## src/rtl/mctrl_pkg.sv

```systemverilog
// mctrl_pkg: shared encodings for the multi-cycle MIPS control unit.
//   - FSM state encoding (S_TRAP only exists when MCTRL_ILLEGAL_TRAP_EN is defined)
//   - opcode / funct constants for the supported instruction subset
//   - NPCOp, M1Sel, M2Sel, EXTOp, ALUOp encodings
//   - instr_cls_t: one-hot instruction class produced by mctrl_decode
package mctrl_pkg;

  typedef enum logic [2:0] {
    S_FETCH  = 3'd0,
    S_DECODE = 3'd1,
    S_EXEC   = 3'd2,
    S_MEM    = 3'd3,
    S_WB     = 3'd4
`ifdef MCTRL_ILLEGAL_TRAP_EN
    , S_TRAP = 3'd5
`endif
  } state_e;

  localparam logic [5:0] OP_RTYPE = 6'b000000;
  localparam logic [5:0] OP_ORI   = 6'b001101;
  localparam logic [5:0] OP_LW    = 6'b100011;
  localparam logic [5:0] OP_SW    = 6'b101011;
  localparam logic [5:0] OP_BEQ   = 6'b000100;
  localparam logic [5:0] OP_LUI   = 6'b001111;
  localparam logic [5:0] OP_JAL   = 6'b000011;

  localparam logic [5:0] FN_ADDU  = 6'b100001;
  localparam logic [5:0] FN_SUBU  = 6'b100011;
  localparam logic [5:0] FN_SLTU  = 6'b101011;
  localparam logic [5:0] FN_JR    = 6'b001000;

  localparam logic [2:0] NPC_PC4  = 3'b000;
  localparam logic [2:0] NPC_BEQ  = 3'b001;
  localparam logic [2:0] NPC_JAL  = 3'b010;
  localparam logic [2:0] NPC_JR   = 3'b011;

  localparam logic [1:0] M1_RT    = 2'b00;
  localparam logic [1:0] M1_RD    = 2'b01;
  localparam logic [1:0] M1_RA    = 2'b10;

  localparam logic [1:0] M2_ALU   = 2'b00;
  localparam logic [1:0] M2_DM    = 2'b01;
  localparam logic [1:0] M2_PC4   = 2'b10;

  localparam logic [1:0] EXT_SIGN = 2'b00;
  localparam logic [1:0] EXT_ZERO = 2'b01;
  localparam logic [1:0] EXT_LUI  = 2'b10;

  localparam logic [2:0] ALU_ADD  = 3'b000;
  localparam logic [2:0] ALU_SUB  = 3'b001;
  localparam logic [2:0] ALU_OR   = 3'b010;
  localparam logic [2:0] ALU_SLTU = 3'b011;

  typedef struct packed {
    logic addu;
    logic subu;
    logic sltu;
    logic ori;
    logic lw;
    logic sw;
    logic beq;
    logic lui;
    logic jal;
    logic jr;
  } instr_cls_t;

  // ALU operation an instruction class needs while its operands are live.
  function automatic logic [2:0] alu_op_of(input instr_cls_t c);
    logic [2:0] r;
    r = ALU_ADD;
    if (c.subu || c.beq) r = ALU_SUB;
    if (c.sltu)          r = ALU_SLTU;
    if (c.ori)           r = ALU_OR;
    return r;
  endfunction

endpackage

```

## src/rtl/mctrl_decode.sv

```systemverilog
// mctrl_decode: purely combinational instruction classifier.
// Ports:
//   op, funct  in   IR[31:26] / IR[5:0]
//   cls        out  one-hot instruction class (all zero if unrecognised)
//   legal      out  1 when op/funct is one of the supported instructions
module mctrl_decode
  import mctrl_pkg::*;
(
  input  logic [5:0] op,
  input  logic [5:0] funct,
  output instr_cls_t cls,
  output logic       legal
);

  always_comb begin
    cls = '0;
    case (op)
      OP_RTYPE: begin
        case (funct)
          FN_ADDU: cls.addu = 1'b1;
          FN_SUBU: cls.subu = 1'b1;
          FN_SLTU: cls.sltu = 1'b1;
          FN_JR:   cls.jr   = 1'b1;
          default: cls      = '0;
        endcase
      end
      OP_ORI:  cls.ori = 1'b1;
      OP_LW:   cls.lw  = 1'b1;
      OP_SW:   cls.sw  = 1'b1;
      OP_BEQ:  cls.beq = 1'b1;
      OP_LUI:  cls.lui = 1'b1;
      OP_JAL:  cls.jal = 1'b1;
      default: cls     = '0;
    endcase
  end

  assign legal = |cls;

endmodule

```

## src/rtl/multicycle_controller.sv

```systemverilog
// multicycle_controller: multi-cycle MIPS control unit (FETCH/DECODE/EXEC/MEM/WB).
// Optional feature macro: MCTRL_ILLEGAL_TRAP_EN -- unrecognised instructions trap
// (sticky illegal flag, TRAP state left only by reset). Without it they retire as NOPs.
//
// state  | meaning
// FETCH  | imem_req high, wait for imem_ready, latch IR
// DECODE | classify; jal/jr (and NOPs) complete here
// EXEC   | ALU operands set up; beq completes here
// MEM    | data access, wait for dmem_ready; sw completes here
// WB     | register write-back, PC+4
// TRAP   | illegal instruction seen, idle until reset (macro only)
//
// Ports:
//   clk, reset            clock, async active-high reset
//   op, funct             IR fields, valid from DECODE onward
//   imem_ready/dmem_ready memory handshakes
//   imem_req/dmem_req     memory requests
//   IRWr PCWr NPCOp M1Sel M2Sel M3Sel RFWr EXTOp ALUOp DMWr  datapath controls
//   instr_done            equals PCWr
//   retired               count of completed instructions (wraps)
//   illegal               sticky trap flag (0 without macro)
module multicycle_controller
  import mctrl_pkg::*;
#(
  parameter int CNT_W = 32
) (
  input  logic             clk,
  input  logic             reset,
  input  logic [5:0]       op,
  input  logic [5:0]       funct,
  input  logic             imem_ready,
  input  logic             dmem_ready,
  output logic             imem_req,
  output logic             dmem_req,
  output logic             IRWr,
  output logic             PCWr,
  output logic [2:0]       NPCOp,
  output logic [1:0]       M1Sel,
  output logic [1:0]       M2Sel,
  output logic             M3Sel,
  output logic             RFWr,
  output logic [1:0]       EXTOp,
  output logic [2:0]       ALUOp,
  output logic             DMWr,
  output logic             instr_done,
  output logic [CNT_W-1:0] retired,
  output logic             illegal
);

  state_e           state_q, state_d;
  logic [CNT_W-1:0] retired_q, retired_d;
  instr_cls_t       cls;
  logic             legal;

  logic             imem_req_c, dmem_req_c, ir_wr_c, pc_wr_c, rf_wr_c, dm_wr_c, m3_sel_c;
  logic [2:0]       npc_op_c, alu_op_c;
  logic [1:0]       m1_sel_c, m2_sel_c, ext_op_c;

`ifdef MCTRL_ILLEGAL_TRAP_EN
  logic             illegal_q, illegal_d;
`endif

  mctrl_decode u_decode (
    .op    (op),
    .funct (funct),
    .cls   (cls),
    .legal (legal)
  );

  always_comb begin
    state_d    = state_q;
`ifdef MCTRL_ILLEGAL_TRAP_EN
    illegal_d  = illegal_q;
`endif
    imem_req_c = 1'b0;
    dmem_req_c = 1'b0;
    ir_wr_c    = 1'b0;
    pc_wr_c    = 1'b0;
    rf_wr_c    = 1'b0;
    dm_wr_c    = 1'b0;
    npc_op_c   = NPC_PC4;
    m1_sel_c   = M1_RT;
    m2_sel_c   = M2_ALU;
    m3_sel_c   = 1'b0;
    ext_op_c   = EXT_SIGN;
    alu_op_c   = ALU_ADD;

    // Operand controls are held from EXEC through WB so the ALU result stays
    // stable for the address (MEM) and the write-back value (WB).
    if (state_q == S_EXEC || state_q == S_MEM || state_q == S_WB) begin
      alu_op_c = alu_op_of(cls);
      m3_sel_c = cls.ori | cls.lui | cls.lw | cls.sw;
      if (cls.ori) ext_op_c = EXT_ZERO;
      if (cls.lui) ext_op_c = EXT_LUI;
    end

    case (state_q)
      S_FETCH: begin
        imem_req_c = 1'b1;
        if (imem_ready) begin
          ir_wr_c = 1'b1;
          state_d = S_DECODE;
        end
      end
      S_DECODE: begin
        if (cls.jal) begin
          rf_wr_c  = 1'b1;
          m1_sel_c = M1_RA;
          m2_sel_c = M2_PC4;
          pc_wr_c  = 1'b1;
          npc_op_c = NPC_JAL;
          state_d  = S_FETCH;
        end else if (cls.jr) begin
          pc_wr_c  = 1'b1;
          npc_op_c = NPC_JR;
          state_d  = S_FETCH;
        end else if (legal) begin
          state_d  = S_EXEC;
        end else begin
`ifdef MCTRL_ILLEGAL_TRAP_EN
          illegal_d = 1'b1;
          state_d   = S_TRAP;
`else
          pc_wr_c  = 1'b1;
          npc_op_c = NPC_PC4;
          state_d  = S_FETCH;
`endif
        end
      end
      S_EXEC: begin
        if (cls.beq) begin
          pc_wr_c  = 1'b1;
          npc_op_c = NPC_BEQ;
          state_d  = S_FETCH;
        end else if (cls.lw || cls.sw) begin
          state_d  = S_MEM;
        end else begin
          state_d  = S_WB;
        end
      end
      S_MEM: begin
        dmem_req_c = 1'b1;
        dm_wr_c    = cls.sw;
        if (dmem_ready) begin
          if (cls.sw) begin
            pc_wr_c = 1'b1;
            state_d = S_FETCH;
          end else begin
            state_d = S_WB;
          end
        end
      end
      S_WB: begin
        rf_wr_c  = 1'b1;
        pc_wr_c  = 1'b1;
        npc_op_c = NPC_PC4;
        if (cls.addu || cls.subu || cls.sltu) m1_sel_c = M1_RD;
        if (cls.lw) m2_sel_c = M2_DM;
        state_d  = S_FETCH;
      end
`ifdef MCTRL_ILLEGAL_TRAP_EN
      S_TRAP: state_d = S_TRAP;
`endif
      default: state_d = S_FETCH;
    endcase

    // Outputs are combinational, so reset must squash them directly; this is
    // what makes an in-flight sw stop writing the moment reset rises.
    if (reset) begin
      imem_req_c = 1'b0;
      dmem_req_c = 1'b0;
      ir_wr_c    = 1'b0;
      pc_wr_c    = 1'b0;
      rf_wr_c    = 1'b0;
      dm_wr_c    = 1'b0;
      npc_op_c   = NPC_PC4;
      m1_sel_c   = M1_RT;
      m2_sel_c   = M2_ALU;
      m3_sel_c   = 1'b0;
      ext_op_c   = EXT_SIGN;
      alu_op_c   = ALU_ADD;
    end

    retired_d = retired_q + {{(CNT_W-1){1'b0}}, pc_wr_c};
  end

  always_ff @(posedge clk or posedge reset) begin
    if (reset) begin
      state_q   <= S_FETCH;
      retired_q <= '0;
    end else begin
      state_q   <= state_d;
      retired_q <= retired_d;
    end
  end

`ifdef MCTRL_ILLEGAL_TRAP_EN
  always_ff @(posedge clk or posedge reset) begin
    if (reset) illegal_q <= 1'b0;
    else       illegal_q <= illegal_d;
  end
  assign illegal = illegal_q;
`else
  assign illegal = 1'b0;
`endif

  assign imem_req   = imem_req_c;
  assign dmem_req   = dmem_req_c;
  assign IRWr       = ir_wr_c;
  assign PCWr       = pc_wr_c;
  assign NPCOp      = npc_op_c;
  assign M1Sel      = m1_sel_c;
  assign M2Sel      = m2_sel_c;
  assign M3Sel      = m3_sel_c;
  assign RFWr       = rf_wr_c;
  assign EXTOp      = ext_op_c;
  assign ALUOp      = alu_op_c;
  assign DMWr       = dm_wr_c;
  assign instr_done = pc_wr_c;
  assign retired    = retired_q;

endmodule

```

## config.mk

```make
export PLATFORM = sky130hd
export DESIGN_NAME = multicycle_controller
export DESIGN_NICKNAME = d
export VERILOG_FILES = /design/src/rtl/mctrl_pkg.sv /design/src/rtl/mctrl_decode.sv /design/src/rtl/multicycle_controller.sv
export SDC_FILE = /design/constraint.sdc
export NUM_CORES = 1
export LEC_CHECK = 0
export CORE_MARGIN = 2
export CORE_UTILIZATION = 35
export CTS_BUF_LIST = sky130_fd_sc_hd__clkbuf_16
export CTS_CLUSTER_SIZE = 8
export DETAILED_ROUTE_END_ITERATION = 16
export GPL_TIMING_DRIVEN = 0
export PLACE_DENSITY = 0.78
export SLEW_MARGIN = 20
export SYNTH_ARGS = -nofsm -noshare
export SYNTH_HDL_FRONTEND = slang
export SYNTH_SLANG_ARGS = --single-unit
```

## constraint.sdc

```tcl
create_clock -name clk -period 3.7 [get_ports clk]
set_input_delay 0.37 -clock clk [delete_from_list [all_inputs] [get_ports clk]]
set_output_delay 0.37 -clock clk [all_outputs]
set_load 0.02 [all_outputs]
```

# After elaboration in Yosys (flattened, before gate mapping)
# Cells that the tools add are included.
# classes
mux,64
bitwise,3
addsub,1
reduce_logical,10
eq_ne,16
# ops
op,n
2-to-1 mux 1 bit,36
2-to-1 mux 3 bit,11
adder 32 x 1 -> 32 bit,1
"== test 6 bit, second input constant",5
2-to-1 mux 2 bit,11
"== test 6 x 4 -> 1 bit, second input constant",3
case mux 2 bit (2 select lines),3
case mux 3 bit (4 select lines),1
OR reduction 10 bit,1
"== test 3 x 2 -> 1 bit, second input constant",2
"== test 6 x 2 -> 1 bit, second input constant",1
"== test 6 x 3 -> 1 bit, second input constant",1
logical NOT 6 bit,1
logical OR 1 bit,6
"!= test 2 bit, second input constant",2
case mux 1 bit (4 select lines),1
"== test 3 x 1 -> 1 bit, second input constant",1
"== test 3 bit, second input constant",1
logical NOT 3 bit,1
OR 1 bit,3
case mux 1 bit (2 select lines),1
AND reduction 2 bit,1
# word_totals
word_cells,96
ff_bits,35
in_bits,16

# Logic depth before layout (Yosys ltp)
# logic_depth
depth_word,10
ltp_mapped,12

# By module
# Synthesis repeated with hierarchy kept, for this count alone.
# hier_totals
cells_unflattened,213
hier_area_um2,2115.8
# by_module_without_submodules
module,area_each_um2,instances,seq_area_each_um2,cells_each
multicycle_controller,1929.4,1,875.8,186
mctrl_decode,186.4,1,0.0,27

# Worst setup path after synthesis
# Ideal clock, no wire load.
# synth_timing
kind,input to register
from,in op[3]
to,"reg retired_q[28], in the netlist retired[28]"
setup_slack_ns,0.613
arrival_ns,2.958
path_buffers,0
stages,12
cell_sequence,and4b_1 -> a211oi_1 -> o22ai_1 -> or2_2 -> a31oi_1 -> ha_1 -> ha_1 -> and4_1 -> nand3_1 -> nor3_2 -> nand4_1 -> xnor2_1
# synth_between
elab_chain_len,9
word_cells_on_any_way,25
cone_classes,add/sub: 1; eq/ne: 6; mux: 16; reduce/logical: 2
# synth_lines
item,line_no,source
from (decl),multicycle_controller.sv:29,"input logic [5:0] op,"
"== test 6 x 2 -> 1 bit, or another cell as far along",mctrl_decode.sv:17,case (op)
"2-to-1 mux 1 bit, or another cell as far along",--,
OR reduction 10 bit,mctrl_decode.sv:37,assign legal = |cls;
2-to-1 mux 1 bit,multicycle_controller.sv:117,end else if (legal) begin
2-to-1 mux 1 bit,multicycle_controller.sv:113,end else if (cls.jr) begin
2-to-1 mux 1 bit,multicycle_controller.sv:106,if (cls.jal) begin
case mux 1 bit (4 select lines) *,multicycle_controller.sv:97,case (state_q)
2-to-1 mux 1 bit *,multicycle_controller.sv:169,if (reset) begin
via PCWr,multicycle_controller.sv:36,"output logic PCWr,"
adder 32 x 1 -> 32 bit *,multicycle_controller.sv:184,"retired_d = retired_q + {{(CNT_W-1){1'b0}}, pc_wr_c};"
via retired_d[28],multicycle_controller.sv:51,"logic [CNT_W-1:0] retired_q, retired_d;"
to (signal assigned),multicycle_controller.sv:193,retired_q <= retired_d;
to (decl),multicycle_controller.sv:51,
# Mark *: on every way through the listed nets, which the timed path passes. The rest lies on a longest branch.
# A chain may end at the register's enable or synchronous reset.

# Final worst setup path
# layout_timing
from,in op[3]
to,"reg retired_q[18], in the netlist retired[18]"
# layout_between
elab_chain_len,9
word_cells_on_any_way,25
cone_classes,add/sub: 1; eq/ne: 6; mux: 16; reduce/logical: 2
# layout_lines
item,line_no
"== test 6 x 2 -> 1 bit, or another cell as far along",mctrl_decode.sv:17
"2-to-1 mux 1 bit, or another cell as far along",--
OR reduction 10 bit,mctrl_decode.sv:37
2-to-1 mux 1 bit,multicycle_controller.sv:117
2-to-1 mux 1 bit,multicycle_controller.sv:113
2-to-1 mux 1 bit,multicycle_controller.sv:106
case mux 1 bit (4 select lines) *,multicycle_controller.sv:97
2-to-1 mux 1 bit *,multicycle_controller.sv:169
adder 32 x 1 -> 32 bit *,multicycle_controller.sv:184
via retired_d[18],multicycle_controller.sv:51
# Marked as above.

==> flow_metrics.tcl <==
set metrics [dict create \
    status "completed" \
    fp.dieW_um 77.1 \
    crit_chain "clkdlybuf4s50_1 -> and4b_1 -> a211oi_1 -> o22ai_1 -> or2_2 -> a31oi_2 -> ha_1 -> ha_1 -> and4_1 -> nand3_1 -> or2_2 -> nor2_1 -> xor2_1" \
    slowest_delay_ns 0.55 \
    ys_seq_area_frac 0.469 \
    ant_nets 0 \
    yosys_register_bits 35 \
    totalWireLength_um 4140 \
    cp_slowest_cell "clkdlybuf4s50_1" \
    critPathLaunch "op[3]" \
    synth_edf_count 0 \
    powerDensity_nw_per_um2 362 \
    fmax_ghz 0.288 \
    postCtsSetupBuffers 0 \
    min_period_over_period 0.940 \
    grt_first_pass_wirelength_um 6850 \
    hold_slack_ns 0.470 \
    utilization 0.538 \
    setup_viol 0 \
    drt-initial-drc-count 104 \
    wl_per_cell_um 12.3 \
    synth_mux_area_frac 0.00535 \
    r2r_cells 11 \
    async_flop_share 1.00 \
    yosysTopAreaCellShare 0.469 \
    vias 1644 \
    clk_pin_slew_worst_paths_ns 0.05 \
    drive_gt1_frac 0.0714 \
    gp_congestion 0.845 \
    crit_arrival_ns 3.67 \
    clock-root-buffer "clkbuf_16" \
    holdBufCountCts 0 \
    grt_pass1_vias 1546 \
    grt_util_all_layers 0.140 \
    hold_violations 0 \
    worst_slew_pin_slew_ns 0.764 \
    yosys.area.top_type "dfrtp_1" \
    cts_sinks 35 \
    reg2reg_to "retired[18]" \
    fin_crit_ns 3.48 \
    htree_levels 2 \
    fill_cells 478 \
    cts_tree "done" \
    io_buffers 65 \
    die-height_um 77.1 \
    peakVddDrop_v 0.000295 \
    grt_max_degree 39 \
    layout.nets 283 \
    antenna_found_initial 0 \
    area_delta_synth_final_pct 47.9 \
    clock_path_buffers 2 \
    worst_skew_pair.late_latency_ns 0.27 \
    drv_cap 0 \
    synth-compound-area-share 0.0469 \
    end_kind "flop" \
    r2r_slack_ns 0.72 \
    dieArea_um2 5940 \
    start_util 0.364 \
    synth.distinct_cells 35 \
    slew_violations 0 \
    hold_class "reg2reg" \
    start_kind "input port" \
    slew_headroom 0.490 \
    cp_max_fo 8 \
    overflow 0 \
    synth_xor_area_frac 0.141 \
    ios 69 \
    cts_buffers 5 \
    core_area_um2 5140 \
    antenna_cells 0 \
    crit_path_end "retired[18]" \
    worstHoldStart "retired[31]" \
    synthAdderAreaFrac 0.0134 \
    netlist_area_um2 1870 \
    place_hpwl_um 3060 \
    syn_area_per_cell_um2 9.79 \
    skew_ns 0.00290 \
    drc 0 \
    fp-row-count 26 \
    p_leak_nw 1.17 \
    r2r-start "state_q[2]" \
    firstDrtPassIters 4 \
    synth_top_family_by_area "simple AND/OR/NAND/NOR gates" \
    criticalPathCategory "in2reg" \
    routed_via_density 4.89 \
    ys_warn_count 0 \
    rsz0062_at_grt "no" \
    synth_flop_cell "dfrtp_1" \
    synth-simple-area-share 0.291 \
    synthCells 191 \
    netlist_top_cells_area "dfrtp_1 (47%), xnor2_1 (11%), nand3_1 (4.6%)" \
    crit_required_ns 3.89 \
]
## metal layers
| layer | share of wire | GRT usage | routed length, um | up-vias |
|---|---|---|---|---|
| met3 | 0.055 | 0.0294 | 226 | 6 |
| met4 | 0.012 | 0.0482 | 48 | 0 |
| met5 | 0 | 0 | 0 | - |
| li1 | - | - | - | 813 |
| met1 | 0.46 | 0.188 | 1910 | 772 |
| met2 | 0.47 | 0.225 | 1960 | 53 |
## report_power, final
part | switching (mW) | internal, mW
combinational | 0.0919 | 0.0885
sequential | 0.0307 | 0.411
clock | 0.136 | 0.241
## synthesized netlist by cell type, types with 5 or more instances
| cell | instances |
|---|---|
| a21oi_1 | 5 |
| and4_1 | 5 |
| buf_4 | 5 |
| dfrtp_1 | 35 |
| nand2_1 | 19 |
| nand3_1 | 17 |
| nand4_1 | 10 |
| nor2_1 | 14 |
| nor3_1 | 7 |
| xnor2_1 | 23 |
| xor2_1 | 7 |
## final cells by class
type	instances	area (um^2)	share of cell area
inverters	4	15.0	0.00543
flip-flops and latches	35	876	0.317
repair buffers	65	651	0.235
clock buffers	5	125	0.0453
clock inverters	3	11.3	0.00407
multi-input cells	147	953	0.345
plain buffers	7	45.0	0.0163
well taps	70	87.6	0.0317
## stage by stage
stage	power [mW]	TNS, ns	cells	area [um^2]	setup slack, ns
5_1_grt	1.05	0	336	2760	0.0200
3_3_place_gp	0.624	-0.475	328	2620	-0.102
4_1_cts	1.01	0	336	2750	0.126
3_5_place_dp	0.628	-0.892	328	2620	-0.147
2_1_floorplan	0.532	0	193	1880	0.613
6_report	0.999	0	336	2760	0.223
## cell families after synthesis
kind of cell	count (synthesis)
AO/OA/AOI/OAI	14
XOR/XNOR	30
adder cells (fa/ha/maj)	2
buffers and inverters	11
flip-flops	35
multiplexers	1
other	1
AND/OR/NAND/NOR	97
## worst min path at each step
stage / endpoint / slack [ns] / cells past startpoint
4_1_cts: retired[31] / 0.48 / 1
6_report: retired[31] / 0.47 / 1
3_3_place_gp: retired[31] / 0.46 / 1
5_1_grt: retired[17] / 0.51 / 1
3_5_place_dp: retired[31] / 0.47 / 1
2_1_floorplan: state_q[0] / 0.49 / 1
## cells in the final DEF, fill, tap and decap left out, types with 2 or more instances in the layout
cell             synthesis  layout
clkdlybuf4s50_1          0      65
dfrtp_1                 35      35
xnor2_1                 23      23
nand2_1                 19      19
nand3_1                 17      17
nor2_1                  14      14
nand4_1                 10      10
xor2_1                   7       7
nor3_1                   7       7
and4_1                   5       5
a21oi_1                  5       5
buf_4                    5       5
clkbuf_16                0       5
and3_1                   4       4
inv_1                    4       4
and2_1                   3       3
nand2b_1                 3       3
conb_1                   1       3
clkbuf_1                 2       2
or2_2                    2       2
nor2b_1                  2       2
and4b_1                  2       2
a211oi_1                 2       2
a31oi_1                  3       2
nand3b_1                 2       2
ha_1                     2       2
clkinv_1                 0       2
## repair_timing
action / CTS / global route
resized for setup: 0 / 2
endpoints found under the setup margin: 0 / 9
endpoints found under the hold margin: 0 / 0
## state kept, by name, summed over array words and instances (netlist names)
signal,flops
state_q,3
retired,32
## worst max-delay path, delay by kind of cell
kind	cells	cell delay (ns)
xor+xnor	1	0.15
fa+ha+maj	2	0.51
simple gates	6	1.52
compound gates	3	0.55
buf+inv	1	0.55
Power figures use the tool's default switching activity.
